## src/rtl/serial_add_ctrl_pkg.sv

```systemverilog
// Shared definitions for the bit-serial adder: FSM state encoding and legal operand widths.
// Imported by the controller; contains no logic.
package serial_add_ctrl_pkg;

   typedef enum logic {
      IDLE = 1'b0,
      RUN  = 1'b1
   } state_t;

   localparam int WIDTH_MIN = 2;
   localparam int WIDTH_MAX = 32;

endpackage

```

## src/rtl/serial_add_ctrl_fa_cell.sv

```systemverilog
// Single 1-bit full adder, purely combinational; the one arithmetic cell the controller reuses every cycle.
// Zero latency, no state, no flow control.
module fa_cell (
   input  logic x,
   input  logic y,
   input  logic ci,
   output logic s,
   output logic co
);

   logic w_p;

   assign w_p = x ^ y;
   assign s   = w_p ^ ci;
   assign co  = (x & y) | (ci & w_p);

endmodule

```

## src/rtl/serial_add_ctrl.sv

```systemverilog
// Bit-serial adder controller: adds two WIDTH-bit operands plus carry-in, LSB first, one bit per clock.
// Latency WIDTH cycles; start is only sampled in IDLE, so requests during RUN are dropped.
module serial_add_ctrl
   import serial_add_ctrl_pkg::*;
#(
   parameter int WIDTH = 8
) (
   input  logic             clk,
   input  logic             rst_n,
   input  logic             start,
   input  logic [WIDTH-1:0] a,
   input  logic [WIDTH-1:0] b,
   input  logic             cin,
   output logic             busy,
   output logic             done,
   output logic [WIDTH-1:0] sum,
   output logic             cout
);

   localparam int             CW   = (WIDTH > 1) ? $clog2(WIDTH) : 1;
   localparam logic [CW-1:0]  LAST = CW'(WIDTH - 1);

   state_t           r_state;
   state_t           w_next;
   logic             w_accept;
   logic             w_last;
   logic             w_s;
   logic             w_co;

   logic [WIDTH-1:0] r_a_sh;
   logic [WIDTH-1:0] r_b_sh;
   logic [WIDTH-1:0] r_sum_sh;
   logic             r_c;
   logic [CW-1:0]    r_cnt;
   logic [WIDTH-1:0] r_sum;
   logic             r_cout;
   logic             r_done;

   fa_cell u_fa (
      .x  (r_a_sh[0]),
      .y  (r_b_sh[0]),
      .ci (r_c),
      .s  (w_s),
      .co (w_co)
   );

   always_ff @(posedge clk or negedge rst_n) begin
      if (!rst_n) begin
         r_state <= IDLE;
      end else begin
         r_state <= w_next;
      end
   end

   always_comb begin
      w_next   = r_state;
      w_accept = 1'b0;
      w_last   = 1'b0;
      case (r_state)
         IDLE: begin
            if (start) begin
               w_accept = 1'b1;
               w_next   = RUN;
            end
         end
         RUN: begin
            if (r_cnt == LAST) begin
               w_last = 1'b1;
               w_next = IDLE;
            end
         end
         default: w_next = IDLE;
      endcase
   end

   // Outputs are only rewritten on the final bit, so they hold across later starts.
   always_ff @(posedge clk or negedge rst_n) begin
      if (!rst_n) begin
         r_a_sh   <= '0;
         r_b_sh   <= '0;
         r_sum_sh <= '0;
         r_c      <= 1'b0;
         r_cnt    <= '0;
         r_sum    <= '0;
         r_cout   <= 1'b0;
         r_done   <= 1'b0;
      end else begin
         r_done <= 1'b0;
         if (w_accept) begin
            r_a_sh   <= a;
            r_b_sh   <= b;
            r_c      <= cin;
            r_cnt    <= '0;
            r_sum_sh <= '0;
         end else if (r_state == RUN) begin
            r_a_sh   <= {1'b0, r_a_sh[WIDTH-1:1]};
            r_b_sh   <= {1'b0, r_b_sh[WIDTH-1:1]};
            r_sum_sh <= {w_s, r_sum_sh[WIDTH-1:1]};
            r_c      <= w_co;
            r_cnt    <= r_cnt + 1'b1;
         end
         if (w_last) begin
            r_sum  <= {w_s, r_sum_sh[WIDTH-1:1]};
            r_cout <= w_co;
            r_done <= 1'b1;
         end
      end
   end

   assign busy = (r_state == RUN);
   assign done = r_done;
   assign sum  = r_sum;
   assign cout = r_cout;

endmodule

```

## config.mk

```make
export PLATFORM = sky130hd
export DESIGN_NAME = serial_add_ctrl
export DESIGN_NICKNAME = d
export VERILOG_FILES = /design/src/rtl/serial_add_ctrl_pkg.sv /design/src/rtl/serial_add_ctrl_fa_cell.sv /design/src/rtl/serial_add_ctrl.sv
export SDC_FILE = /design/constraint.sdc
export NUM_CORES = 1
export LEC_CHECK = 0
export CAP_MARGIN = 40
export CORE_MARGIN = 8
export CORE_UTILIZATION = 51
export CTS_BUF_LIST = sky130_fd_sc_hd__clkbuf_16
export DETAILED_ROUTE_END_ITERATION = 6
export PLACE_DENSITY = 0.78
export SLEW_MARGIN = 20
export SYNTH_ARGS = -nofsm -noshare
export SYNTH_HDL_FRONTEND = slang
export SYNTH_HIERARCHICAL = 1
export SYNTH_SLANG_ARGS = --single-unit
```

## constraint.sdc

```tcl
create_clock -name clk -period 1.75 [get_ports clk]
set_clock_uncertainty 0.15 [all_clocks]
set_input_delay 0.175 -clock clk [delete_from_list [all_inputs] [get_ports clk]]
set_output_delay 0.175 -clock clk [all_outputs]
set_load 0.005 [all_outputs]
```

[Yosys cells after proc, flatten, opt, wreduce, memory -nomap -nowiden]
Cells that the tools add are included.
Widths: inputs -> output; s select.
Cells by class
  add/subtract/negate cells: 1
  bitwise gates (word level): 6
  muxes and demuxes: 17
  equal/unequal tests: 1
  reductions and logical operators: 1
Operators by type and width (count)
  $mux 8: 6
  $mux 1: 8
  $mux 3: 2
  $add 3x1->3 const B: 1
  $eq 3x3->1 const B: 1
  $and 1x1->1: 2
  $pmux 1 s2: 1
  $reduce_bool 2->1: 1
  $xor 1x1->1: 2
  $not 1->1: 1
  $or 1x1->1: 1
Word-level totals
  output and inout port bits: 11
  word-level logic and storage cells: 35
  input port bits: 20
  register bits after elaboration: 39

[Longest topological paths before layout]
Gate-level depths: netlist of the first run.
  depth in word-level cells: 5
  depth in mapped cells: 4
  depth with buffers taken out: 4

[By module]
The synthesis of the first run kept the hierarchy.
By module, submodules not included
  serial_add_ctrl: cells an instance 120, seq. area each 950.9 um^2, area an instance 1615.3 um^2, instances 1
  fa_cell: cells an instance 1, seq. area each 0.0 um^2, area an instance 20.0 um^2, instances 1

[Least setup slack after synthesis of the first run]
No wires, ideal clock.
  kind: flip-flop to flip-flop
  from: register r_cnt[0]
  to: register r_cout (netlist: cout)
  arrival time: 1.234 ns
  setup slack: 0.241 ns
  path buffers: 0
  cell stages (with the launch flop): 5
  period minus slack after synthesis: 1.509 ns
  setup time: 0.125 ns
  data required time: 1.475 ns
  cells stage by stage: dfrtp_1 > ha_1 > ha_1 > nand2_8 > mux2_4
On the way
  word-level cells in the longest chain between the ends: 3
Ends and longest elaborated chain
  start: declaration: line serial_add_ctrl.sv:34  | logic [CW-1:0] r_cnt;
  start signal: assignment: line serial_add_ctrl.sv:100  | r_cnt <= r_cnt + 1'b1;
  $eq 3x3->1: line serial_add_ctrl.sv:67  | if (r_cnt == LAST) begin
  $mux 1: line serial_add_ctrl.sv:67
  $mux 1: line serial_add_ctrl.sv:59  | case (r_state)
  end signal: assignment: line serial_add_ctrl.sv:104  | r_cout <= w_co;
  end: declaration: line serial_add_ctrl.sv:36  | logic r_cout;
Every way passes these cells.
A chain may end at the register's enable or synchronous reset.

[Worst setup path after layout of the first run]
  from: register r_state (netlist: busy)
  to: output busy
RTL lines
  start: declaration: line serial_add_ctrl.sv:23  | state_t r_state;
  start signal: assignment: line serial_add_ctrl.sv:51  | r_state <= w_next;
  end: declaration: line serial_add_ctrl.sv:14  | output logic busy,
No word-level cell between the ends.

==> results of run 1 <==
-- cell usage after synthesis, types with 2 or more instances --
cell type | number | share of area
buf_2 | 3 | 0.0092
nor2_1 | 2 | 0.0046
mux2_4 | 9 | 0.083
a22o_1 | 9 | 0.048
dfrtp_1 | 38 | 0.58
o21ai_0 | 7 | 0.021
mux2i_1 | 17 | 0.10
o21ai_1 | 8 | 0.024
nand2_1 | 15 | 0.034
ha_1 | 2 | 0.015
buf_6 | 2 | 0.014
-- stage by stage --
step / total power, mW / setup slack [ns] / instance area [um2]
3_3_place_gp: 2.549 / 0.2183 / 1958
2_1_floorplan: 2.198 / 0.2410 / 1635
5_1_grt: 3.657 / 0.05084 / 2130
3_5_place_dp: 2.627 / 0.1774 / 1958
6_report: 3.452 / 0.1194 / 2130
4_1_cts: 3.491 / 0.1057 / 2110
-- final cells by class --
cell class	instances	area share
clock buffers	5	0.05875
clock inverters	3	0.007638
inverters	1	0.001763
multi-input cells	74	0.2867
flip-flops and latches	38	0.4465
well taps	44	0.02585
repair buffers	36	0.1727
-- where the power goes --
group,switching (mW),internal (mW)
registers,0.230,1.22
logic,0.457,0.695
clock network,0.328,0.519
-- sequential cells by signal, indices dropped and copies added (netlist names), 3 cells and up --
| register | flops |
|---|---|
| sum | 8 |
| r_b_sh | 8 |
| r_sum_sh | 7 |
| r_cnt | 3 |
| r_a_sh | 8 |
-- kinds of logic after synthesis --
group / Yosys count
simple gates: 19
fa+ha+maj: 3
flops: 38
compound gates: 25
mux: 27
buf+inv: 9
-- worst reg2reg max path, cell delays in order (launching register included) --
cell and delay, ns:
dfrtp_1 0.38, ha_1 0.21, ha_1 0.25, nand2_8 0.15, mux2_4 0.31
-- per-layer routing --
layer | GRT usage | wire (um) | vias up
met5 | 0 | 0 | -
li1 | - | - | 494
met3 | 0.05907 | 172 | 7
met2 | 0.1889 | 1466 | 25
met1 | 0.1503 | 1322 | 485
met4 | 0.06667 | 53 | 0
-- worst max-delay path by stage --
| stage | from | end |
|---|---|---|
| floorplan | r_cnt[0] | cout |
| global placement | r_cnt[0] | sum[7] |
| detailed placement | r_cnt[0] | sum[2] |
| CTS | busy | busy |
| global route | busy | busy |
| finish | busy | busy |
==> results.sh, run 1 <==
export IMPL_cts_hold_buf=1
export IMPL_layout_commonest_cell="dfrtp_1"
export IMPL_dieWidth_um=72.63
export IMPL_cp_data_arrival_time_ns=1.31
export IMPL_clk_pin_slew_ns=0.05
export IMPL_fin_crit_sh=0.9318
export IMPL_cpPeakStageDelay_ns=0.55
export IMPL_cts_htree_levels=2
export IMPL_synth_top_family_by_area="multiplexers"
export IMPL_port_buffers=30
export IMPL_synth_cells=121
export IMPL_synth_seq_cells=38
export IMPL_max_freq_mhz=613.3
export IMPL_power_leakage_nw=1.012
export IMPL_synthesis_nets=144
export IMPL_grt_pass1_vias=1052
export IMPL_synth_cell_types=20
export IMPL_clock_latency_ns=0.28
export IMPL_numCtsBuffers=5
export IMPL_syn_area_um2=1635
export IMPL_synth_area_per_cell_um2=13.52
export IMPL_avgRoutedWirePerCell_um=15.00
export IMPL_seq_area_um2=950.9
export IMPL_status="finished, final reports clean"
export IMPL_reg2reg_slack_ns=0.18
export IMPL_crit_path_end_kind="output pin"
export IMPL_cts_resized=0
export IMPL_crit_slowest_cell="clkdlybuf4s50_1"
export IMPL_drv_slew=0
export IMPL_vias=1011
export IMPL_reg2reg_to="sum[6]"
export IMPL_dp_hpwl_um=2156
export IMPL_die_area_um2=5274
export IMPL_slew_headroom=0.6984
export IMPL_async_reset_ff_frac=1.000
export IMPL_synthXorXnorAreaFrac=0
export IMPL_layout_common_cells="38 x dfrtp_1, 29 x clkdlybuf4s50_1, 17 x mux2i_1"
export IMPL_stdcell_count=201
export IMPL_placedCellCount=191
export IMPL_synth_mux_area_fraction=0.1936
export IMPL_drive_above_1_share=0.1592
export IMPL_synth_simple_area_share=0.05509
export IMPL_diodes=0
export IMPL_start_util=0.5357
export IMPL_std_cell_rows=20
export IMPL_critPathBufInv=1
export IMPL_grt_ovfl_total=0
export IMPL_vdd_drop_max_v=0.0008052
export IMPL_yosys_area_share_adder=0.02754
export IMPL_seq_area_frac_synth=0.5815
export IMPL_critPathKind="reg -> out"
export IMPL_hold_viol=0
export IMPL_detail_route_vias_per_cell=5.030
export IMPL_grt_usage=0.1275
export IMPL_fin_nets=179
export IMPL_rsz0062_at_grt="false"
export IMPL_hold_path_class="in -> async"
export IMPL_area_delta_synth_final_pct=30.22
export IMPL_cp_depth=1
export IMPL_path_cells="clkdlybuf4s50_1"
export IMPL_firstDrtPassIters=4
export IMPL_numClockSinks=38
export IMPL_antenna_found_initial=0
export IMPL_period_needed_ns=1.631
export IMPL_finalSetupViolCount=0
export IMPL_first_iter_violations=70
export IMPL_tns_ns=0
export IMPL_final_util=0.6975
export IMPL_antenna_left=0
export IMPL_num_io_pins=31
export IMPL_multi_input_area_um2=610.6
export IMPL_rr_startpoint="r_cnt[0]"
export IMPL_power_density_nw_per_um2=1621
export IMPL_rr_worst_depth=4
export IMPL_grt_pass1_wl_um=5050
export IMPL_clock_path_buffers=2
export IMPL_hold_slack_ns=0.1552
export IMPL_routed_wl_um=3015
export IMPL_synth_ff_type="dfrtp_1"
export IMPL_critPathLaunchType="register"
export IMPL_tritoncts="yes"
export IMPL_routabilityCongestion=0.7178
export IMPL_synth_edf_count=0
export IMPL_drc=0
export IMPL_cp_top_family="buffers and inverters"
export IMPL_cap_violations=0
export IMPL_ys_warn_count=6
export IMPL_tightest_slew_ns=0.4519
export IMPL_crit_fanout=8
export IMPL_core_um2=3053
export IMPL_clockRootBuffer="clkbuf_16"
export IMPL_critPathRequiredTime_ns=1.42
export IMPL_fillers=230
export IMPL_die_h_um=72.63
export IMPL_postCtsSetupRepairBufs=0
export IMPL_synth_compound_area_frac=0.09717
export IMPL_grt_max_degree=39
No activity file was read; power rests on OpenSTA's default activity.
==> inputs of run 2 (changes only) <==
- CELL_PAD_IN_SITES_DETAIL_PLACEMENT: default -> 1
- CELL_PAD_IN_SITES_GLOBAL_PLACEMENT: default -> 2
- CORE_UTILIZATION: 51 -> 34
- CTS_CLUSTER_DIAMETER: default -> 200
- HOLD_SLACK_MARGIN: default -> 0.02
- PLACE_DENSITY: 0.78 -> default
- PLACE_DENSITY_LB_ADDON: default -> 0.1
==> results.sh, run 2 (synthesis results as in run 1) <==
export IMPL_status="finished, final reports clean"
export IMPL_routed_wl_um=3372
export IMPL_layout_common_cells="38 x dfrtp_1, 29 x clkdlybuf4s50_1, 17 x mux2i_1"
export IMPL_hold_viol=0
export IMPL_postCtsSetupRepairBufs=0
export IMPL_switching_share=0.2717
export IMPL_combPwrFrac=0.313
export IMPL_numClockSinks=38
export IMPL_hold_slack_ns=0.3373
export IMPL_drv_slew=0
export IMPL_critPathRequiredTime_ns=1.76
export IMPL_die_h_um=85.35
export IMPL_core_um2=4692
export IMPL_antenna_found_initial=0
export IMPL_antenna_left=0
export IMPL_clock_path_buffers=2
export IMPL_area_delta_synth_final_pct=33.13
export IMPL_routabilityCongestion=0.7046
export IMPL_firstDrtPassIters=4
export IMPL_layout_commonest_cell="dfrtp_1"
export IMPL_stdcell_count=211
export IMPL_first_iter_violations=45
export IMPL_grt_max_degree=39
export IMPL_grt_pass1_wl_um=5796
export IMPL_detail_route_vias_per_cell=4.877
export IMPL_cts_htree_levels=2
export IMPL_power_density_nw_per_um2=1727
export IMPL_critPathKind="reg -> reg"
export IMPL_power_leakage_nw=1.033
export IMPL_p_seq_frac=0.384
export IMPL_rsz0062_at_grt="false"
export IMPL_avgRoutedWirePerCell_um=15.98
export IMPL_start_util=0.3485
export IMPL_tightest_slew_ns=0.4963
export IMPL_dp_slack_ns=0.1517
export IMPL_tns_ns=0
export IMPL_std_cell_rows=25
export IMPL_fin_ws_ns=0.1485
export IMPL_tritoncts="yes"
export IMPL_drc=0
export IMPL_diodes=0
export IMPL_hold_path_class="in -> async"
export IMPL_cap_violations=0
export IMPL_p_int_mw=2.738
export IMPL_grt_usage=0.1010
export IMPL_vias=1029
export IMPL_num_io_pins=31
export IMPL_period_needed_ns=1.602
export IMPL_dp_hpwl_um=2411
export IMPL_p_switching_mw=1.021
export IMPL_slew_headroom=0.6691
export IMPL_drive_above_1_share=0.1592
export IMPL_grt_pass1_vias=1167
export IMPL_grt_ovfl_total=0
export IMPL_pwr_share_clk=0.303
export IMPL_crit_path_end_kind="register"
export IMPL_dieWidth_um=85.35
export IMPL_clk_pin_slew_ns=0.06
export IMPL_placedCellCount=202
export IMPL_clock_latency_ns=0.27
export IMPL_numCtsBuffers=5
export IMPL_fin_crit_sh=0.9152
export IMPL_max_freq_mhz=624.4
export IMPL_port_buffers=30
export IMPL_fin_nets=179
export IMPL_clockRootBuffer="clkbuf_16"
export IMPL_critPathLaunchType="register"
export IMPL_cp_data_arrival_time_ns=1.61
export IMPL_vdd_drop_max_v=0.0005312
export IMPL_die_area_um2=7285
export IMPL_crit_fanout=10
export IMPL_finalSetupViolCount=0
export IMPL_rr_worst_depth=4
==> run 2: worst paths after layout <==
| kind | slack [ns] | end | start |
|---|---|---|---|
| min in group clk | 0.35 | r_a_sh[3] | r_a_sh[4] |
| max reg2reg | 0.15 | sum[6] | r_cnt[0] |
| max in group asynchronous | 0.77 | r_a_sh[7] | rst_n |
| min | 0.34 | sum[7] | rst_n |
| min reg2reg | 0.35 | r_a_sh[3] | r_a_sh[4] |
| max | 0.15 | sum[6] | r_cnt[0] |
==> run 2: critical path, stage by stage, from the launching register on <==
cell     delay (ns)
dfrtp_1        0.40
ha_1           0.21
ha_1           0.26
nand2_8        0.16
mux2_4         0.31
==> run 2: area by class of cell <==
class                           instances  area, um2
Timing Repair Buffer                   36      355.3
Multi-Input combinational cell         74      610.6
Clock inverter                          3      63.81
Inverter                                1      3.754
Tap cell                               54      67.56
Sequential cell                        38      950.9
Clock buffer                            5      125.1
Fill cell                             495       2515
==> run 2: power by group through the flow <==
stage / combinational (mW) / sequential (mW) / clock (mW)
final: 1.18 / 1.44 / 1.14
after detailed placement: 1.20 / 1.47 / 0
after global placement: 1.15 / 1.45 / 0
after floorplan: 0.795 / 1.40 / 0
after CTS: 1.21 / 1.46 / 1.18
after global routing: 1.31 / 1.49 / 1.21
==> run 2: routing by layer <==
metal | vias to the layer above | track usage | wire (um)
met5 | - | 0 | 0
met4 | 0 | 0.03344 | 19
met3 | 2 | 0.03958 | 181
met2 | 22 | 0.1697 | 1727
met1 | 514 | 0.1141 | 1445
li1 | 491 | - | -
==> run 2: metrics by stage <==
step	instance area, um2	utilization	power, mW
finish	2177	0.4640	3.759
global route	2177	0.4640	4.013
CTS	2177	0.4640	3.854
detailed placement	1978	0.4216	2.666
global placement	1978	0.4216	2.594
floorplan	1635	-	2.198
==> run 2: repair_timing <==
item | in CTS | in global routing
gates resized for setup | 0 | 0
hold buffers | 1 | 0
endpoints found under the hold margin | 38 | 0
==> inputs of run 3 (changes only) <==
- CORE_UTILIZATION: 34 -> 30
==> results.sh, run 3 (synthesis results as in run 1) <==
export IMPL_vias=1026
export IMPL_dp_slack_ns=0.1726
export IMPL_placedCellCount=220
export IMPL_critPathRequiredTime_ns=1.75
export IMPL_power_density_nw_per_um2=1594
export IMPL_clock_latency_ns=0.27
export IMPL_antenna_left=0
export IMPL_first_iter_violations=29
export IMPL_cts_htree_levels=2
export IMPL_placed_cell_area_um2=2013
export IMPL_std_cell_rows=27
export IMPL_routabilityCongestion=0.6146
export IMPL_switching_share=0.2922
export IMPL_core_um2=5371
export IMPL_grt_usage=0.09097
export IMPL_grt_max_degree=46
export IMPL_crit_path_end_kind="register"
export IMPL_finalSetupViolCount=0
export IMPL_num_io_pins=31
export IMPL_clock_path_buffers=2
export IMPL_fin_nets=179
export IMPL_p_switching_mw=1.004
export IMPL_avgRoutedWirePerCell_um=14.47
export IMPL_dieWidth_um=89.83
export IMPL_drv_slew=0
export IMPL_fin_crit_sh=0.9006
export IMPL_critPathLaunchType="register"
export IMPL_cts_hold_buf=1
export IMPL_cp_data_arrival_time_ns=1.58
export IMPL_power_leakage_nw=1.020
export IMPL_postCtsSetupRepairBufs=0
export IMPL_antenna_found_initial=0
export IMPL_cts_resized=0
export IMPL_period_needed_ns=1.576
export IMPL_tritoncts="yes"
export IMPL_grt_pass1_vias=1187
export IMPL_critPathKind="reg -> reg"
export IMPL_grt_pass1_wl_um=6016
export IMPL_crit_fanout=10
export IMPL_stdcell_count=228
export IMPL_drive_above_1_share=0.1474
export IMPL_max_freq_mhz=634.5
export IMPL_slew_headroom=0.6764
export IMPL_start_util=0.3044
export IMPL_numClockSinks=38
export IMPL_p_int_mw=2.433
export IMPL_tightest_slew_ns=0.4855
export IMPL_clockRootBuffer="clkbuf_16"
export IMPL_die_h_um=89.83
export IMPL_layout_commonest_cell="dfrtp_1"
export IMPL_final_util=0.4014
export IMPL_area_delta_synth_final_pct=31.83
export IMPL_diodes=0
export IMPL_grt_ovfl_total=0
export IMPL_die_area_um2=8069
export IMPL_drc=0
export IMPL_port_buffers=30
export IMPL_hold_path_class="reg -> reg"
export IMPL_status="finished, final reports clean"
export IMPL_numCtsBuffers=5
export IMPL_combPwrFrac=0.340
export IMPL_p_seq_frac=0.421
export IMPL_rsz0062_at_grt="false"
export IMPL_fin_area_um2=2156
export IMPL_fin_ws_ns=0.1740
export IMPL_tns_ns=0
export IMPL_vdd_drop_max_v=0.0004657
export IMPL_pwr_share_clk=0.239
export IMPL_clk_pin_slew_ns=0.05
export IMPL_cap_violations=0
export IMPL_routed_wl_um=3299
export IMPL_detail_route_vias_per_cell=4.500
export IMPL_dp_hpwl_um=2347
export IMPL_firstDrtPassIters=2
export IMPL_layout_common_cells="38 x dfrtp_1, 29 x clkdlybuf4s50_1, 17 x mux2i_1"
export IMPL_hold_viol=0
==> run 3: changes by cell type in the layout (fill, tap and decap cells not counted), sizes merged <==
cell    previous run  this run
bufinv             2         0
clkinv             1         0
inv                1         3
==> run 3: critical path, cell delays in order, from the launching register on <==
cell and delay (ns):
dfrtp_1 0.39, ha_1 0.20, ha_1 0.25, nand2_8 0.16
mux2_4 0.31
==> run 3: layer usage <==
layer	global-route usage	share of wire
met1	0.1068	0.45
met2	0.1442	0.48
met3	0.03574	0.056
met4	0.03808	0.017
met5	0	0
==> run 3: final cells by class <==
| cell class | instances | area [um2] |
|---|---|---|
| repair buffers | 36 | 367.9 |
| clock inverters | 2 | 7.507 |
| fillers | 562 | 3216 |
| flip-flops and latches | 38 | 950.9 |
| well taps | 72 | 90.09 |
| multi-input cells | 74 | 610.6 |
| inverters | 1 | 3.754 |
| clock buffers | 5 | 125.1 |
==> run 3: through the flow <==
step                hold slack [ns]  total power, mW
floorplan                   -0.2706            2.198
global placement             0.1035            2.596
detailed placement           0.1171            2.664
CTS                          0.3406            3.514
global route                 0.3750            3.714
finish                       0.3343            3.437
==> run 3: power by group through the flow <==
| stage | clock, mW | combinational (mW) | sequential, mW |
|---|---|---|---|
| after floorplan | 0 | 0.795 | 1.40 |
| after global placement | 0 | 1.15 | 1.45 |
| after detailed placement | 0 | 1.20 | 1.47 |
| after CTS | 0.856 | 1.20 | 1.46 |
| after global routing | 0.893 | 1.32 | 1.50 |
| final | 0.823 | 1.17 | 1.45 |
==> run 3: worst paths after layout <==
path | slack, ns | cells after the start | from | end
max | 0.17 | 4 | r_cnt[0] | cout
min | 0.33 | 2 | r_b_sh[2] | r_b_sh[1]
max reg2reg | 0.17 | 4 | r_cnt[0] | cout
min reg2reg | 0.33 | 2 | r_b_sh[2] | r_b_sh[1]
max in group asynchronous | 0.78 | 3 | rst_n | r_b_sh[6]
min in group asynchronous | 0.34 | 3 | rst_n | r_sum_sh[1]
